$ cat config.mk
export PLATFORM = sky130hd
export DESIGN_NAME = fixed_multiplier_flat
export DESIGN_NICKNAME = d
export VERILOG_FILES = /design/src/rtl/fixed_multiplier_if.sv /design/src/rtl/fixed_multiplier.sv /design/src/flat_wrapper.sv
export SDC_FILE = /design/constraint.sdc
export NUM_CORES = 1
export LEC_CHECK = 0
export BUFFER_PORTS_ARGS = -buffer_cell sky130_fd_sc_hd__buf_2
export CAP_MARGIN = 20
export CORE_UTILIZATION = 56
export CTS_BUF_LIST = sky130_fd_sc_hd__clkbuf_8 sky130_fd_sc_hd__clkbuf_16
export DETAILED_ROUTE_END_ITERATION = 8
export GPL_TIMING_DRIVEN = 0
export PLACE_DENSITY = 0.86
export REMOVE_ABC_BUFFERS = 1
export SLEW_MARGIN = 20
export SYNTH_ARGS = -nofsm -noshare
export SYNTH_HDL_FRONTEND = slang
export SYNTH_SLANG_ARGS = --single-unit
$ cat constraint.sdc
create_clock -name clk -period 2.7 [get_ports clk]
set_input_delay 0.27 -clock clk [delete_from_list [all_inputs] [get_ports clk]]
set_output_delay 0.27 -clock clk [all_outputs]
set_load 0.02 [all_outputs]
$ cat src/rtl/fixed_multiplier_if.sv
// Start/done handshake and operand/result bus for the fixed-point shift-add multiplier.
interface fixed_multiplier_if #(
  parameter int WIDTH = 10
);
  logic             start;
  logic [WIDTH-1:0] in_A;
  logic [WIDTH-1:0] in_B;
  logic             ready;
  logic             busy;
  logic             done;
  logic [WIDTH-1:0] q_out;
  logic             ovf;

  modport master (
    output start, in_A, in_B,
    input  ready, busy, done, q_out, ovf
  );

  modport slave (
    input  start, in_A, in_B,
    output ready, busy, done, q_out, ovf
  );
endinterface

$ cat src/rtl/fixed_multiplier.sv
// Sequential shift-add multiplier for unsigned Q(WIDTH-FRAC).FRAC operands:
// q_out = (in_A * in_B) >> FRAC, truncated, with overflow flag; one product bit per cycle.
module fixed_multiplier #(
  parameter int WIDTH = 10,
  parameter int FRAC  = 4
) (
  input  logic                clk,
  input  logic                sclr,
  fixed_multiplier_if.slave   bus
);

  localparam int CNT_W = (WIDTH > 1) ? $clog2(WIDTH) : 1;
  localparam logic [CNT_W-1:0] CNT_LAST = CNT_W'(WIDTH - 1);

  typedef enum logic [1:0] {
    IDLE = 2'd0,
    CALC = 2'd1,
    DONE = 2'd2
  } state_t;

  state_t state, state_nxt;

  logic [WIDTH:0]     acc;
  logic [WIDTH-1:0]   q;
  logic [WIDTH-1:0]   m;
  logic [CNT_W-1:0]   cnt;
  logic [WIDTH-1:0]   q_out_r;
  logic               ovf_r;

  logic [WIDTH:0]     sum;
  logic [2*WIDTH:0]   shifted;
  logic               zero_op;
  logic               last_iter;

  // Scales the full product down to the result format: {overflow, truncated result}.
  function automatic logic [WIDTH:0] trunc_ovf(input logic [2*WIDTH-1:FRAC] p);
    return {|p[2*WIDTH-1:FRAC+WIDTH], p[FRAC+WIDTH-1:FRAC]};
  endfunction

  assign sum       = acc + (q[0] ? {1'b0, m} : {(WIDTH+1){1'b0}});
  assign shifted   = {sum, q} >> 1;
  assign zero_op   = (bus.in_A == '0) || (bus.in_B == '0);
  assign last_iter = (cnt == CNT_LAST);

  always_ff @(posedge clk) begin
    if (sclr) state <= IDLE;
    else      state <= state_nxt;
  end

  always_comb begin
    state_nxt = state;
    bus.ready = 1'b0;
    bus.busy  = 1'b0;
    bus.done  = 1'b0;
    case (state)
      IDLE: begin
        bus.ready = 1'b1;
        if (bus.start) state_nxt = zero_op ? DONE : CALC;
      end
      CALC: begin
        bus.busy = 1'b1;
        if (last_iter) state_nxt = DONE;
      end
      DONE: begin
        bus.done  = 1'b1;
        state_nxt = IDLE;
      end
      default: state_nxt = IDLE;
    endcase
  end

  // Datapath: operand capture in IDLE, one shift-add step per CALC cycle.
  always_ff @(posedge clk) begin
    if (sclr) begin
      acc     <= '0;
      q       <= '0;
      m       <= '0;
      cnt     <= '0;
      q_out_r <= '0;
      ovf_r   <= 1'b0;
    end else begin
      case (state)
        IDLE: begin
          if (bus.start) begin
            m   <= bus.in_A;
            q   <= bus.in_B;
            acc <= '0;
            cnt <= '0;
            if (zero_op) begin
              q_out_r <= '0;
              ovf_r   <= 1'b0;
            end
          end
        end
        CALC: begin
          acc <= shifted[2*WIDTH:WIDTH];
          q   <= shifted[WIDTH-1:0];
          cnt <= cnt + 1'b1;
          if (last_iter) {ovf_r, q_out_r} <= trunc_ovf(shifted[2*WIDTH-1:FRAC]);
        end
        default: ;
      endcase
    end
  end

  assign bus.q_out = q_out_r;
  assign bus.ovf   = ovf_r;

endmodule

$ cat src/flat_wrapper.sv
// flat-port wrapper written by rule: the top's interface ports become plain ports
module fixed_multiplier_flat 
#(
  parameter int WIDTH = 10,
  parameter int FRAC  = 4
)
  (clk, sclr, bus_start, bus_in_A, bus_in_B, bus_ready, bus_busy, bus_done, bus_q_out, bus_ovf);
  fixed_multiplier_if #(.WIDTH(WIDTH)) bus_i ();
  input  logic clk;
  input  logic sclr;
  input wire logic [$bits(bus_i.start)-1:0] bus_start;
  input wire logic [$bits(bus_i.in_A)-1:0] bus_in_A;
  input wire logic [$bits(bus_i.in_B)-1:0] bus_in_B;
  output wire logic [$bits(bus_i.ready)-1:0] bus_ready;
  output wire logic [$bits(bus_i.busy)-1:0] bus_busy;
  output wire logic [$bits(bus_i.done)-1:0] bus_done;
  output wire logic [$bits(bus_i.q_out)-1:0] bus_q_out;
  output wire logic [$bits(bus_i.ovf)-1:0] bus_ovf;
  assign bus_i.start = bus_start;
  assign bus_i.in_A = bus_in_A;
  assign bus_i.in_B = bus_in_B;
  assign bus_ready = bus_i.ready;
  assign bus_busy = bus_i.busy;
  assign bus_done = bus_i.done;
  assign bus_q_out = bus_i.q_out;
  assign bus_ovf = bus_i.ovf;
  fixed_multiplier #(.WIDTH(WIDTH), .FRAC(FRAC)) u_core (.clk(clk), .sclr(sclr), .bus(bus_i));
endmodule
Word level (Yosys, flattened, before mapping)
Cells that the tools add are included.
{"block": "word_totals", "reg_bits": 48, "latch_bits": 0, "mem_bits_rw": 0, "mem_bits_ro": 0, "inputBits": 23, "output_inout_bits": 14, "memories": 0}
{"block": "classes", "n_addsub": 2, "mul": 0, "n_div": 0, "n_lt_le_gt_ge": 0, "n_eq_ne": 6, "shifts": 0, "n_mux": 22, "bitwise": 0, "reduce_logical": 10}
{"operator": "10-bit 2-to-1 mux", "count": 5}
{"operator": "10-bit one-hot mux with 2 select lines", "count": 2}
{"operator": "11-bit one-hot mux with 2 select lines", "count": 1}
{"operator": "10-bit zero test", "count": 2}
{"operator": "11-bit adder", "count": 1}
{"operator": "11-bit 2-to-1 mux", "count": 1}
{"operator": "4-bit one-hot mux with 2 select lines", "count": 1}
{"operator": "1-bit 2-to-1 mux", "count": 6}
{"operator": "2-bit 2-to-1 mux", "count": 3}
{"operator": "2-bit AND reduction", "count": 3}
{"operator": "6-bit OR reduction", "count": 1}
{"operator": "4-bit by 1-bit adder with 4-bit output, second input constant", "count": 1}
{"operator": "4-bit equality test, second input constant", "count": 1}
{"operator": "4-bit 2-to-1 mux", "count": 1}
{"operator": "2-bit by 1-bit inequality test with 1-bit output, second input constant", "count": 2}
{"operator": "2-bit one-hot mux with 2 select lines", "count": 1}
{"operator": "4-bit AND reduction", "count": 1}
{"operator": "2-bit by 1-bit equality test with 1-bit output, second input constant", "count": 1}
{"operator": "2-bit equality test, second input constant", "count": 1}
{"operator": "2-bit zero test", "count": 1}
{"operator": "2-bit inequality test, second input constant", "count": 1}
{"operator": "1-bit one-hot mux with 2 select lines", "count": 1}
{"operator": "2-bit nonzero test", "count": 1}
{"operator": "1-bit logical OR", "count": 1}

Longest topological paths before layout
Gate-level depths: netlist (run 1).
{"block": "depth", "word_depth": 5, "depth_mapped": 11, "depth_no_buf": 10}

Least setup slack after synthesis (run 1)
OpenSTA, ideal clock, no wires.
{"block": "synth_path", "path_type": "reg-to-reg", "from": "register u_core.q[0]", "to": "register u_core.ovf_r, in the netlist u_core.bus.ovf", "setup_ns": 0.095, "t_arrival_ns": 2.223, "path_slack_ns": 0.381, "path_stages_with_launch": 12, "path_cell_list": "dfxtp_1 > clkbuf_1 > and2_1 > ha_1 > inv_1 > fa_1 > nor2b_1 > o211a_1 > o21ai_0 > nor3b_1 > o2111a_1 > a221oi_1"}
{"block": "synth_between", "elab_chain_len": 5}
{"element": "start: declaration", "line_no": "fixed_multiplier.sv:24", "rtl": "logic [WIDTH-1:0] q;"}
{"element": "start signal: assignment", "line_no": "fixed_multiplier.sv:86", "rtl": "q <= bus.in_B;"}
{"element": "start signal: assignment", "line_no": "fixed_multiplier.sv:97", "rtl": "q <= shifted[WIDTH-1:0];"}
{"element": "10-bit 2-to-1 mux", "line_no": "fixed_multiplier.sv:40", "rtl": "assign sum = acc + (q[0] ? {1'b0, m} : {(WIDTH+1){1'b0}});"}
{"element": "11-bit adder", "line_no": "fixed_multiplier.sv:40"}
{"element": "6-bit OR reduction", "line_no": "fixed_multiplier.sv:37", "rtl": "return {|p[2*WIDTH-1:FRAC+WIDTH], p[FRAC+WIDTH-1:FRAC]};"}
{"element": "1-bit 2-to-1 mux", "line_no": "fixed_multiplier.sv:99", "rtl": "if (last_iter) {ovf_r, q_out_r} <= trunc_ovf(shifted[2*WIDTH-1:FRAC]);"}
{"element": "1-bit one-hot mux with 2 select lines", "line_no": "fixed_multiplier.sv:82", "rtl": "case (state)"}
{"element": "end signal: assignment", "line_no": "fixed_multiplier.sv:99"}
{"element": "end: declaration", "line_no": "fixed_multiplier.sv:28", "rtl": "logic ovf_r;"}
Every way passes these cells. The select of a mux whose other input is x is not followed.
A chain may end at the register's enable or synchronous reset.

Final worst setup path (run 1)
Same ends and word-level chain as after synthesis.

==> results of run 1 <==
## power breakdown
group	total, mW	internal (mW)	switching [mW]
registers	0.744	0.721	0.0236
clock network	0.446	0.206	0.240
logic	0.146	0.0539	0.0917
total	1.34	0.981	0.355
## tightest hold or removal path: stages
cell                      delay, ns
sky130_fd_sc_hd__buf_2         0.11
sky130_fd_sc_hd__nand2_1       0.05
sky130_fd_sc_hd__a21oi_1       0.05
## through the flow
stage,worst slack (ns),hold WS [ns]
2_1_floorplan,0.347,0.339
3_3_place_gp,-0.463,0.438
3_5_place_dp,-0.540,0.440
4_1_cts,0.0381,0.208
5_1_grt,0.0100,0.217
6_report,0.110,0.216
## cells in the mapped netlist (all sizes together)
cell type / count
a21o: 5
o21ba: 1
a2bb2oi: 1
o21a: 4
nor2: 38
nor3: 2
o32a: 1
a211o: 1
or3: 2
xor2: 1
nand4b: 8
o31ai: 1
dfxtp: 47
clkbuf: 13
a22oi: 6
nand3b: 1
o211a: 1
a31oi: 1
a21oi: 28
o211ai: 3
buf: 5
nand4: 1
ha: 12
nor2b: 3
nand2b: 1
inv: 7
o2111a: 1
and2: 11
a221oi: 1
and3b: 1
nand2: 34
xnor2: 6
nor3b: 2
nor4: 4
o21ai: 6
a211oi: 11
fa: 1
mux2i: 11
nand3: 4
## cell usage in the layout, fill, tap and decap left out, types with 2 or more instances in the layout
| cell type | Yosys | layout |
|---|---|---|
| sky130_fd_sc_hd__nor2b_1 | 3 | 3 |
| sky130_fd_sc_hd__dfxtp_1 | 47 | 46 |
| sky130_fd_sc_hd__a21o_1 | 5 | 5 |
| sky130_fd_sc_hd__buf_2 | 2 | 36 |
| sky130_fd_sc_hd__nor2_1 | 38 | 36 |
| sky130_fd_sc_hd__a211oi_1 | 11 | 11 |
| sky130_fd_sc_hd__mux2i_1 | 11 | 11 |
| sky130_fd_sc_hd__or3_1 | 2 | 2 |
| sky130_fd_sc_hd__nor4_1 | 4 | 4 |
| sky130_fd_sc_hd__clkbuf_8 | 1 | 6 |
| sky130_fd_sc_hd__nor3b_1 | 2 | 2 |
| sky130_fd_sc_hd__inv_1 | 7 | 7 |
| sky130_fd_sc_hd__and2_1 | 9 | 9 |
| sky130_fd_sc_hd__xnor2_1 | 6 | 6 |
| sky130_fd_sc_hd__nand2_1 | 34 | 34 |
| sky130_fd_sc_hd__a22oi_1 | 6 | 6 |
| sky130_fd_sc_hd__and2_2 | 2 | 2 |
| sky130_fd_sc_hd__o211ai_1 | 3 | 3 |
| sky130_fd_sc_hd__a21oi_1 | 28 | 28 |
| sky130_fd_sc_hd__nand4b_1 | 8 | 8 |
| sky130_fd_sc_hd__o21ai_0 | 6 | 6 |
| sky130_fd_sc_hd__o21a_1 | 4 | 4 |
| sky130_fd_sc_hd__ha_1 | 12 | 12 |
| sky130_fd_sc_hd__nand3_1 | 4 | 4 |
## what timing repair did
item / in CTS / in global routing
resized for setup: 2 / 2
gates cloned: 0 / 0
endpoints found under the setup margin: 14 / 2
hold endpoints to repair: 0 / 0
## layer usage
layer | share of wire | up-vias | GRT usage
li1 | - | 1061 | -
met1 | 0.45 | 1027 | 0.314
met2 | 0.49 | 58 | 0.394
met3 | 0.047 | 10 | 0.0591
met4 | 0.016 | 0 | 0.0938
met5 | 0 | - | 0
## logic make-up after synthesis
family,synth area share
buffers and inverters,0.0516
XOR/XNOR,0.0253
multiplexers,0.0454
AO/OA/AOI/OAI,0.196
AND/OR/NAND/NOR,0.224
flip-flops,0.388
adder cells (fa/ha/maj),0.0702
## flip-flops by register name, indices dropped and copies added, names as in the netlist
signal and count:
u_core.m 10, u_core.state 2, u_core.acc 10, u_core.bus.ovf 1
u_core.cnt 4, u_core.q 10, u_core.bus.q_out 10
## path summary, 6_finish.rpt
check | cells past startpoint | slack (ns) | end | startpoint
hold / removal | 3 | 0.22 | u_core.m[2]$_SDFFE_PP0P_ | bus_in_A[2]
setup / recovery | 10 | 0.11 | u_core.bus.ovf$_SDFFE_PP0P_ | u_core.q[0]$_SDFFE_PP0P_
hold reg to reg | 2 | 0.45 | u_core.bus.q_out[4]$_SDFFE_PP0P_ | u_core.bus.q_out[4]$_SDFFE_PP0P_
setup reg to reg | 10 | 0.11 | u_core.bus.ovf$_SDFFE_PP0P_ | u_core.q[0]$_SDFFE_PP0P_
## final cells by class
cell class	instances	area share
Timing Repair Buffer	36	0.0673
Multi-Input combinational cell	215	0.514
Inverter	7	0.00981
Clock inverter	1	0.00327
Clock buffer	6	0.0308
Sequential cell	47	0.352
Tap cell	50	0.0234
==> impl_metrics.tcl, run 1 <==
set metrics [dict create \
    grt_pass1_vias 1889 \
    post-cts-setup-buffers 0 \
    cts_root_buffer "sky130_fd_sc_hd__clkbuf_8" \
    die_x_um 67.8 \
    hold_class "in -> reg" \
    post-route-min-period_ns 2.59 \
    synth_seq_cells 47 \
    netlist_top_cells_area "sky130_fd_sc_hd__dfxtp_1 (39%), sky130_fd_sc_hd__ha_1 (6.2%), sky130_fd_sc_hd__nor2_1 (5.9%), sky130_fd_sc_hd__a21oi_1 (5.8%), sky130_fd_sc_hd__nand2_1 (5.3%)" \
    ir_drop_v 0.000340 \
    netlist.area_leader.share 0.388 \
    clock_sinks 47 \
    hold_violations 0 \
    rows 23 \
    grt_overflow_total 0 \
    floorplan.die.height_um 67.8 \
    drt-pass1-iter-count 5 \
    netlist_instances 287 \
    initialDrtViolationCount 141 \
    path_buf_inv 1 \
    yosysSeqAreaShare 0.388 \
    fmax_ghz 0.386 \
    floorplan.core_area_um2 4090 \
    critical_path_arrival_ns 2.80 \
    multi_input_area_um2 1380 \
    postPlaceCellArea_um2 2570 \
    final_antenna_net_count 0 \
    drc 0 \
    worstMarginPinSlew_ns 0.834 \
    antennaDiodeCount 0 \
    wire_per_inst_um 14.7 \
    areaGrowthSynthToFinish_pct 10.5 \
    syn_area_per_cell_um2 8.44 \
    grt_usage 0.245 \
    final_cells 362 \
    timing.clock.skew_ns 0.00993 \
    clkLatencyLatePin_ns 0.30 \
    vias_per_cell 5.96 \
    timing.critical_path.cells "and2_1 > ha_1 > inv_1 > fa_1 > nor2b_1 > o211a_1 > o32a_1 > xor2_1 > nor3_1 > a221oi_1" \
    grt_max_degree 48 \
    timing.critical_path.required_ns 2.91 \
    detailedPlacementHpwl_um 3640 \
    cp_top_delay_family "compound AO/OA/AOI/OAI gates" \
    fin_area_um2 2680 \
    filler_cell_count 351 \
    setup_total_negative_slack_ns 0 \
    cp-end-kind "flip-flop" \
    setup_viol 0 \
    worst-setup-path-type "reg -> reg" \
    routed-via-count 2156 \
    critical-path-slowest-cell "sky130_fd_sc_hd__dfxtp_2" \
    cts_made_buffers 5 \
    layout.area.seq_um2 942 \
    buffers_added_on_ports 36 \
    initial_core_util 0.593 \
    fin_nets 348 \
    synthesis.area_um2 2420 \
    worstPathMaxFanout 11 \
    first_pass_grt_wire_length_um 8470 \
    clock_tree_from_tritoncts "done" \
    power.static_leakage_nw 1.19 \
    floorplan.die_area_um2 4590 \
    timing.final.crit_share 0.959 \
    cts_max_level 2 \
    drive_gt1_frac 0.163 \
    final-max-slew-violation-count 0 \
    grt_setup_unrepaired "false" \
    route.final.wire_length_um 5330 \
    synth_top_cell_by_area "sky130_fd_sc_hd__dfxtp_1" \
    timing.max_cap.violations 0 \
    critical_path.startpoint_type "flip-flop" \
    totalPowerFinal_mw 1.34 \
    postLayoutCoreUtil 0.655 \
    power_density_nw_per_um2 499 \
    design.portCount 37 \
    ys_types 43 \
    synth_warnings 0 \
    post_cts_hold_buffer_count 0 \
    place_inst 355 \
    clock_tree.buffer_depth 2 \
    timing.slew.headroom 0.444 \
    max_stage_delay_ns 0.43 \
    antenna_found_initial 0 \
    gpl.final_weighted_congestion 0.837 \
    outcome "finished clean" \
    clk_pin_slew_worst_paths_ns 0.09 \
]
(Power assumes the default switching activity.)
==> run 2, diff against run 1 <==
--- a/config.mk
+++ b/config.mk
@@ -13,6 +13,7 @@
 export GPL_TIMING_DRIVEN = 0
 export PLACE_DENSITY = 0.86
 export REMOVE_ABC_BUFFERS = 1
+export SETUP_SLACK_MARGIN = 0.5
 export SLEW_MARGIN = 20
 export SYNTH_ARGS = -nofsm -noshare
 export SYNTH_HDL_FRONTEND = slang
==> run 2 against run 1 <==
Register-to-register slack better by 0.34 ns. Global-route usage up 2.2 points. Largest cell class unchanged. Cell area up 7.5%. Sequential share of layout area down 2.3 points. Sequential power about the same. Worst setup slack better by 0.34 ns. Critical path depth up 1. Non-clock buffer count up 6.
==> impl_metrics.tcl, run 2 (synthesis gave the netlist of run 1 again) <==
set metrics [dict create \
    outcome "finished clean" \
    postPlaceCellArea_um2 2570 \
    grt_usage 0.267 \
    final_cells 368 \
    fin_area_um2 2880 \
    path_buf_inv 2 \
    place_inst 355 \
    cts_max_level 2 \
    power.static_leakage_nw 1.22 \
    postLayoutCoreUtil 0.704 \
    timing.slew.headroom 0.430 \
    post_cts_hold_buffer_count 0 \
    path_depth 11 \
    detailedPlacementHpwl_um 3640 \
    cts_root_buffer "sky130_fd_sc_hd__clkbuf_8" \
    grt_setup_unrepaired "true" \
    cts_made_buffers 5 \
    critical-path-slowest-cell "sky130_fd_sc_hd__dfxtp_4" \
    clk_pin_slew_worst_paths_ns 0.09 \
    setup_total_negative_slack_ns 0 \
    clock_tree_from_tritoncts "done" \
    max_stage_delay_ns 0.36 \
    worst-setup-path-type "reg -> reg" \
    timing.max_cap.violations 0 \
    worstMarginPinSlew_ns 0.856 \
    design.portCount 37 \
    timing.hold.worst.start "bus_in_A[1]" \
    timing.final.crit_share 0.832 \
    buffers_added_on_ports 36 \
    timing.critical_path.required_ns 2.92 \
    fmax_ghz 0.445 \
    routed-via-count 2177 \
    ff2ff_path_depth 11 \
    initial_core_util 0.593 \
    hold_class "in -> reg" \
    critical_path.startpoint_type "flip-flop" \
    final_critical_path_setup_slack_ns 0.453 \
    die_x_um 67.8 \
    fin_nets 354 \
    drc 0 \
    rows 23 \
    filler_cell_count 317 \
    depth_of_the_worst_hold_timing_path 3 \
    clock_sinks 47 \
    wire_per_inst_um 15.7 \
    power_density_nw_per_um2 469 \
    areaGrowthSynthToFinish_pct 18.7 \
    gpl.final_weighted_congestion 0.837 \
    floorplan.die_area_um2 4590 \
    totalPowerFinal_mw 1.35 \
    timing.critical_path.cells "and2_4 > ha_4 > inv_2 > fa_2 > nor2b_2 > o211a_1 > buf_4 > o31ai_4 > nor2b_1 > o2111a_1 > a221oi_2" \
    rr_startpoint "u_core.q[0]$_SDFFE_PP0P_" \
    most_frequent_standard_cell_in_the_layout_excluding_fill_and_tap_cells "sky130_fd_sc_hd__dfxtp_1" \
    first_pass_grt_wire_length_um 9180 \
    route.final.wire_length_um 5770 \
    critical_path_arrival_ns 2.47 \
    final_antenna_net_count 0 \
    worstPathMaxFanout 4 \
    drive_gt1_frac 0.261 \
    critPathLaunch "u_core.q[0]$_SDFFE_PP0P_" \
    hold_violations 0 \
    vias_per_cell 5.92 \
    worst_hold_slack_ns 0.217 \
    grt_pass1_vias 1990 \
    clock_tree.buffer_depth 2 \
    clkLatencyLatePin_ns 0.30 \
    mostFrequentLayoutCells "sky130_fd_sc_hd__dfxtp_1 (44), sky130_fd_sc_hd__nor2_1 (36), sky130_fd_sc_hd__buf_2 (36), sky130_fd_sc_hd__nand2_1 (33), sky130_fd_sc_hd__a21oi_1 (27)" \
    drt-pass1-iter-count 4 \
    antenna_found_initial 0 \
    timing.clock.skew_ns 0.0118 \
    floorplan.core_area_um2 4090 \
    grt_overflow_total 0 \
    cp_top_delay_family "compound AO/OA/AOI/OAI gates" \
    ir_drop_v 0.000336 \
    setup_viol 0 \
    cp-end-kind "flip-flop" \
    final-max-slew-violation-count 0 \
    post-route-min-period_ns 2.25 \
    grt_max_degree 48 \
    floorplan.die.height_um 67.8 \
    initialDrtViolationCount 184 \
    antennaDiodeCount 0 \
    dp_slack_ns -0.540 \
]
[run 2: cell count changes in the layout (fill, tap and decap cells not counted), moves of 2 or more]
cell                      previous run  this run
sky130_fd_sc_hd__buf_4               0         6
sky130_fd_sc_hd__ha_1               12         6
sky130_fd_sc_hd__and2_1              9         5
sky130_fd_sc_hd__and2_4              0         4
sky130_fd_sc_hd__ha_4                0         4
sky130_fd_sc_hd__dfxtp_1            46        44
sky130_fd_sc_hd__ha_2                0         2
sky130_fd_sc_hd__inv_1               7         5
sky130_fd_sc_hd__o21ai_0             6         4
sky130_fd_sc_hd__o21ai_1             0         2
[run 2: metal layers]
| layer | vias up | share of wire | track usage |
|---|---|---|---|
| li1 | 1075 | - | - |
| met1 | 1028 | 0.44 | 0.339 |
| met2 | 60 | 0.49 | 0.439 |
| met3 | 14 | 0.043 | 0.0608 |
| met4 | 0 | 0.021 | 0.0964 |
| met5 | - | 0 | 0 |
[run 2: what timing repair did]
item | in CTS | in global routing
pin swaps | 7 | 9
endpoints found under the setup margin | 17 | 16
resized for setup | 24 | 14
setup buffers | 6 | 0
[run 2: cell type report]
cell class | count | area [um^2] | share of cell area
clock buffer | 6 | 82.6 | 0.0287
timing repair buffer | 42 | 225 | 0.0783
tap | 50 | 62.6 | 0.0217
inverter | 7 | 30.0 | 0.0104
multi-input combinational | 215 | 1520 | 0.529
sequential | 47 | 947 | 0.329
clock inverter | 1 | 8.76 | 0.00304
[run 2: report_power, final]
group	internal, mW	switching, mW	total (mW)
logic	0.0615	0.0987	0.160
registers	0.721	0.0236	0.744
clock network	0.206	0.239	0.445
[run 2: path summary, 6_finish.rpt]
check                                          end  slack, ns
setup / recovery       u_core.bus.ovf$_SDFFE_PP0P_       0.45
hold reg to reg   u_core.bus.q_out[4]$_SDFFE_PP0P_       0.45
hold / removal            u_core.m[1]$_SDFFE_PP0P_       0.22
setup reg to reg       u_core.bus.ovf$_SDFFE_PP0P_       0.45
[run 2: worst reg2reg max path, stage by stage, from the launching register on]
cell and delay (ns):
sky130_fd_sc_hd__dfxtp_4 0.36, sky130_fd_sc_hd__and2_4 0.15, sky130_fd_sc_hd__ha_4 0.16, sky130_fd_sc_hd__inv_2 0.06, sky130_fd_sc_hd__fa_2 0.20, sky130_fd_sc_hd__nor2b_2 0.05, sky130_fd_sc_hd__o211a_1 0.25, sky130_fd_sc_hd__buf_4 0.16
sky130_fd_sc_hd__o31ai_4 0.23, sky130_fd_sc_hd__nor2b_1 0.08, sky130_fd_sc_hd__o2111a_1 0.24, sky130_fd_sc_hd__a221oi_2 0.21
